===== config.mk =====
export PLATFORM = sky130hd
export DESIGN_NAME = wii_ext_i2c_target
export DESIGN_NICKNAME = d
export VERILOG_FILES = /design/src/rtl/wii_ext_i2c_target.sv
export SDC_FILE = /design/constraint.sdc
export NUM_CORES = 1
export LEC_CHECK = 0
export ABC_CLOCK_PERIOD_IN_PS = 7500
export CAP_MARGIN = 20
export CORE_MARGIN = 8
export CORE_UTILIZATION = 45
export CTS_CLUSTER_SIZE = 40
export DETAILED_ROUTE_END_ITERATION = 8
export PLACE_DENSITY_LB_ADDON = 0.05
export SLEW_MARGIN = 15
export SYNTH_ARGS = -nofsm -noshare
export SYNTH_HDL_FRONTEND = slang
export SYNTH_SLANG_ARGS = --single-unit

===== constraint.sdc =====
create_clock -name clk -period 7.5 [get_ports clk]
set_clock_uncertainty 0.2 [all_clocks]
set_input_delay 1.875 -clock clk [delete_from_list [all_inputs] [get_ports clk]]
set_output_delay 1.875 -clock clk [all_outputs]
set_load 0.1 [all_outputs]

===== src/rtl/wii_ext_i2c_target.sv =====
// I2C target emulating a Wii Classic Controller extension (init writes, pointer write, 6-byte report reads).
// SDA is sampled on SCL rise and changed only SDA_HOLD_CLKS clocks after a detected SCL fall.
module wii_ext_i2c_target #(
    parameter logic [6:0] DEV_ADDR      = 7'h52,
    parameter int         SYNC_STAGES   = 2,
    parameter int         SDA_HOLD_CLKS = 10
) (
    input  logic        clk,
    input  logic        reset,
    input  logic        scl_in,
    input  logic        sda_in,
    output logic        sda_oe,
    input  logic [47:0] report,
    output logic        init_done,
    output logic        busy,
    output logic        rd_done
);

    typedef enum logic [2:0] {
        IDLE, ADDR, ADDR_ACK, WR_BYTE, WR_ACK, RD_BYTE, RD_ACK, WAIT_STOP
    } state_t;

    state_t state, state_n;

    logic [SYNC_STAGES-1:0] scl_sync, sda_sync;
    logic scl_s, sda_s, scl_p, sda_p;
    logic scl_rise, scl_fall, start_c, stop_c, hold_evt;
    logic [7:0] hold_cnt;

    logic [3:0]  bit_cnt, bit_cnt_n;
    logic [7:0]  shift, shift_n;
    logic [7:0]  ptr, ptr_n;
    logic        sda_oe_n, rw, rw_n, first_byte, first_n;
    logic        f0_ok, f0_n, fb_ok, fb_n, rd_done_n, snap;
    logic [47:0] shadow;
    logic [7:0]  cur_byte;
    logic [2:0]  bit_idx;

    always_ff @(posedge clk) begin
        if (reset) begin
            scl_sync <= '1;
            sda_sync <= '1;
            scl_p    <= 1'b1;
            sda_p    <= 1'b1;
            hold_cnt <= 8'd0;
        end else begin
            scl_sync <= {scl_sync[SYNC_STAGES-2:0], scl_in};
            sda_sync <= {sda_sync[SYNC_STAGES-2:0], sda_in};
            scl_p    <= scl_s;
            sda_p    <= sda_s;
            if (scl_fall)
                hold_cnt <= 8'(SDA_HOLD_CLKS);
            else if (hold_cnt != 8'd0)
                hold_cnt <= hold_cnt - 8'd1;
        end
    end

    assign scl_s    = scl_sync[SYNC_STAGES-1];
    assign sda_s    = sda_sync[SYNC_STAGES-1];
    assign scl_rise = scl_s & ~scl_p;
    assign scl_fall = ~scl_s & scl_p;
    assign start_c  = scl_s & scl_p & sda_p & ~sda_s;
    assign stop_c   = scl_s & scl_p & ~sda_p & sda_s;
    // Fires once, SDA_HOLD_CLKS clocks after the last SCL fall.
    assign hold_evt = (hold_cnt == 8'd1);

    always_comb begin
        cur_byte = 8'hFF;
        if (ptr <= 8'h05)
            cur_byte = shadow[{ptr[2:0], 3'b000} +: 8];
    end

    assign bit_idx = 3'd7 - bit_cnt[2:0];

    always_comb begin
        state_n   = state;
        bit_cnt_n = bit_cnt;
        shift_n   = shift;
        sda_oe_n  = sda_oe;
        ptr_n     = ptr;
        rw_n      = rw;
        first_n   = first_byte;
        f0_n      = f0_ok;
        fb_n      = fb_ok;
        rd_done_n = 1'b0;
        snap      = 1'b0;
        if (start_c) begin
            state_n   = ADDR;
            bit_cnt_n = 4'd0;
            sda_oe_n  = 1'b0;
        end else if (stop_c) begin
            state_n  = IDLE;
            sda_oe_n = 1'b0;
        end else begin
            case (state)
                ADDR, WR_BYTE: if (scl_rise) begin
                    shift_n   = {shift[6:0], sda_s};
                    bit_cnt_n = bit_cnt + 4'd1;
                    if (bit_cnt == 4'd7) begin
                        bit_cnt_n = 4'd0;
                        if (state == ADDR) begin
                            if (shift[6:0] == DEV_ADDR) begin
                                state_n = ADDR_ACK;
                                rw_n    = sda_s;
                                snap    = sda_s;
                                first_n = 1'b1;
                            end else begin
                                state_n = WAIT_STOP;
                            end
                        end else begin
                            state_n = WR_ACK;
                            if (first_byte) begin
                                ptr_n   = shift_n;
                                first_n = 1'b0;
                            end else begin
                                ptr_n = ptr + 8'd1;
                                if (ptr == 8'hF0) f0_n = (shift_n == 8'h55);
                                if (ptr == 8'hFB) fb_n = (shift_n == 8'h00);
                            end
                        end
                    end
                end
                // sda_oe doubles as the phase flag: low = ACK not yet driven.
                ADDR_ACK, WR_ACK: if (hold_evt) begin
                    if (!sda_oe) begin
                        sda_oe_n = 1'b1;
                    end else if (state == WR_ACK || !rw) begin
                        sda_oe_n = 1'b0;
                        state_n  = WR_BYTE;
                    end else begin
                        sda_oe_n  = ~cur_byte[7];
                        bit_cnt_n = 4'd1;
                        state_n   = RD_BYTE;
                    end
                end
                RD_BYTE: if (hold_evt) begin
                    if (bit_cnt == 4'd8) begin
                        sda_oe_n = 1'b0;
                        state_n  = RD_ACK;
                    end else begin
                        sda_oe_n  = ~cur_byte[bit_idx];
                        bit_cnt_n = bit_cnt + 4'd1;
                    end
                end
                RD_ACK: if (scl_rise) begin
                    ptr_n     = ptr + 8'd1;
                    bit_cnt_n = 4'd0;
                    if (sda_s) begin
                        rd_done_n = 1'b1;
                        state_n   = WAIT_STOP;
                    end else begin
                        state_n = RD_BYTE;
                    end
                end
                WAIT_STOP: sda_oe_n = 1'b0;
                default: ;
            endcase
        end
    end

    always_ff @(posedge clk) begin
        if (reset) begin
            state      <= IDLE;
            bit_cnt    <= 4'd0;
            shift      <= 8'd0;
            sda_oe     <= 1'b0;
            ptr        <= 8'd0;
            rw         <= 1'b0;
            first_byte <= 1'b0;
            f0_ok      <= 1'b0;
            fb_ok      <= 1'b0;
            init_done  <= 1'b0;
            rd_done    <= 1'b0;
            shadow     <= 48'd0;
        end else begin
            state      <= state_n;
            bit_cnt    <= bit_cnt_n;
            shift      <= shift_n;
            sda_oe     <= sda_oe_n;
            ptr        <= ptr_n;
            rw         <= rw_n;
            first_byte <= first_n;
            f0_ok      <= f0_n;
            fb_ok      <= fb_n;
            init_done  <= init_done | (f0_ok & fb_ok);
            rd_done    <= rd_done_n;
            if (snap)
                shadow <= report;
        end
    end

    assign busy = (state != IDLE);

endmodule

==> summary.md <==
| Metric | Value |
|---|---|
| Clock tree sinks | `91` |
| Non-Filler Cell Area, Final | `roughly 5300 um2` |
| Fmax | `0.217 GHz` |
| Area fraction of the dominant cell type after synthesis | `40.2%` |
| Die Y | `116 um` |
| Core Region | `9770 um2` |
| Vias/cell | `5.40` |
| CTS Buf Count | `9` |
| Number of synthesized flops with an enable pin | `0` |
| DRT iter0 DRCs | `approximately 240` |
| # fillers | `976` |
| Fraction of layout cells with a size suffix above 1 | `under 10%` |
| Sequential power share | `around 52%` |
| Crit path time final | `4.61 ns` |
| Initial antenna violation count | `0` |
| CTS tree | `done` |
| Final Core Density | `54.0%` |
| Synth area leader | `dfxtp_1` |
| Final hold slack | `about 0.22 ns` |
| Clock power frac | `approximately a third` |
| Final GP Congestion | `0.843` |
| Hold Path Cell Cnt | `1` |
| Detail Placement HPWL | `7780 um` |
| Worst Reg-to-Reg Cells | `7` |
| Post-CTS Setup Repair Bufs | `0` |
| First-pass GRT wire length | `18700 um` |
| Pins over their slew limit | `0` |
| Vias in the first global route | `about 3900` |
| Synthesized cell area | `4530 um2` |
| Fin. Hold Viols | `0` |
| Inst Count DP | `716` |
| Longest Clk Path Bufs | `2` |
| PwrDens | `191 nW/um2` |
| Maximum vdd drop | `99.5 uV` |
| Hold-fix buffers, CTS | `0` |
| H-Tree Depth | `3` |
| Grt total ovfl | `0` |
| Initial core utilization | `46.4%` |
| MaxCap Viol Count | `0` |
| Worst Path Max Fanout | `23` |
| Resized Gates After CTS | `0` |
| Count of state elements after synthesis | `91` |
| TritonRoute pass-1 iters | `4` |
| GRT Total Usage | `17.3%` |
| Antenna diode count | `0` |
| Area growth, synth to finish | `16.4%` |
| Root Driver | `clkbuf_8` |
| Die width | `116 um` |
| I/O Pins | `56` |
| Sequential fraction of the synthesis area | `40.2%` |
| Slew HR | `about 35%` |
| HP Class | `flop to flop` |
| Combinational Power Share | `15.4%` |
| Final setup violation count | `0` |
| Ys Warns | `0` |
| Via count | `between 3000 and 4000` |
| Worst EP arrival | `2.53 ns` |
| Post-Synthesis Mean Instance Area | `8.08 um2` |
| Largest net degree at the start of global routing | `between 70 and 80` |
| Placed Area | `5080 um2` |
| Asr flop ratio synth | `0%` |
| Crit Path Class | `flop to output port` |
| Syn Inst Count | `561` |
| Period utilization | `between 60% and 70%` |
| Commonest non-fill, non-tap cell in the layout | `nand2_1` |
| Synth top area cells | `dfxtp_1 40%, nand2_1 10%, a21oi_1 7.6%` |
| Syn_nets | `621` |
| Setup crit start kind | `flop` |
| Psw | `271 uW` |
| Setup Total Neg Slack | `0 ns` |
| CP required | `5.43 ns` |
| Most used DFF post-synth | `dfxtp_1` |
| Post-synthesis cell type count | `65` |
| Most frequent cells in the layout | `124 x nand2_1, 91 x dfxtp_1, 69 x a21oi_1, 54 x clkdlybuf4s50_1, 44 x nor2_1` |
| Sw frac | `a little over a quarter` |
| Clock latency on the worst-skew pair | `between 0.3 and 0.4 ns` |
| Final net count | `about 650` |
| Slew @ Worst Pin | `0.965 ns` |
| Row count | `36` |
| RSZ-0062 raised after global routing | `false` |
| Port Buf Inserts | `55` |
| Worst Setup End Kind | `output port` |
| Die area | `13500 um2` |
| Final Non-Filler Cells | `732` |
| DR DRC count | `0` |
| Final wirelength | `11100 um` |
| WL/cell | `15.2 um` |
| Static Leak | `0.00177 uW` |
| Internal | `740 uW` |
| Outcome | `completed` |
| Clk slew on worst S/H paths | `0.09 ns` |
| Antenna viol nets, final | `0` |
-- cell type report --
class | instances | area, um2 | share of cell area (%)
timing repair buffer | 59 | 576 | 10.9
tap | 133 | 166 | 3.15
clock inverter | 4 | 50.0 | 0.948
multi-input combinational | 421 | 2470 | 46.9
sequential | 91 | 1820 | 34.5
clock buffer | 12 | 145 | 2.75
inverter | 12 | 45.0 | 0.853
-- layer usage --
| layer | vias up | track usage [%] | routed length (um) |
|---|---|---|---|
| li1 | 2012 | - | - |
| met1 | 1848 | 22.6 | 5370 |
| met2 | 79 | 27.6 | 5180 |
| met3 | 13 | 3.72 | 435 |
| met4 | 0 | 6.22 | 134 |
| met5 | - | 0 | 0 |
-- logic make-up after synthesis --
group	Yosys count	share of synthesized area [%]
adders and majority gates	8	2.21
xor gates and xnor gates	8	1.55
muxes	25	8.00
and+or+nand+nor	259	27.3
buffers and inverters	49	5.24
DFF	91	40.2
AOI/OAI and AO/OA	121	15.5
-- flip-flops by register name, indices dropped and copies added, names as in the netlist --
signal and cells:
bit_cnt 4, f0_ok 1, fb_ok 1, first_byte 1
hold_cnt 8, init_done 1, ptr 8, rd_done 1
rw 1, scl_p 1, scl_sync 2, sda_oe 1
sda_p 1, sda_sync 2, shadow 48, shift 7
state 3
-- worst paths after layout --
path,from,end,slack [ns]
max reg2reg,ptr[1],sda_oe,4.57
min reg2reg,sda_sync[0],sda_sync[1],0.22
max,state[1],busy,2.89
min,sda_sync[0],sda_sync[1],0.22
-- synth_stat cells (2+ instances only) --
library cell and number:
a211oi_1 5, a21oi_1 69, a31oi_1 2, and2_1 3, and3_1 4, and3b_1 2, and4_1 2, buf_2 10
buf_4 3, buf_6 4, clkbuf_1 19, dfxtp_1 91, ha_1 8, inv_1 11, mux2i_1 16, mux4_2 9
nand2_1 124, nand2b_1 7, nand3_1 16, nand3b_1 3, nand4_1 6, nor2_1 44, nor3_1 14, nor4_1 5
o2111ai_1 2, o211ai_1 2, o21ai_0 18, o22ai_1 6, o31ai_1 3, or2_2 7, or3b_1 2, or4_1 5
xnor2_1 6, xor2_1 2
-- metrics by stage --
stage / total power (uW) / setup slack (ns)
global route: 1070 / 2.76
global placement: 687 / 3.32
finish: 1010 / 2.89
CTS: 1030 / 2.85
detailed placement: 689 / 3.28
floorplan: 637 / 3.92
-- power groups by stage --
stage | Sequential, uW | Combinational, uW | Clock (uW)
after floorplan | 526 | 111 | 0
after global placement | 532 | 155 | 0
after detailed placement | 533 | 156 | 0
after CTS | 521 | 157 | 348
after global routing | 526 | 178 | 372
final | 521 | 156 | 333
-- worst max-delay path, stage by stage (launching register included) --
cell and delay [ns]:
dfxtp_1 0.82, inv_1 0.14, nand2_1 0.09, clkdlybuf4s50_1 1.13
Note: power is estimated with default switching activity, not from simulation.
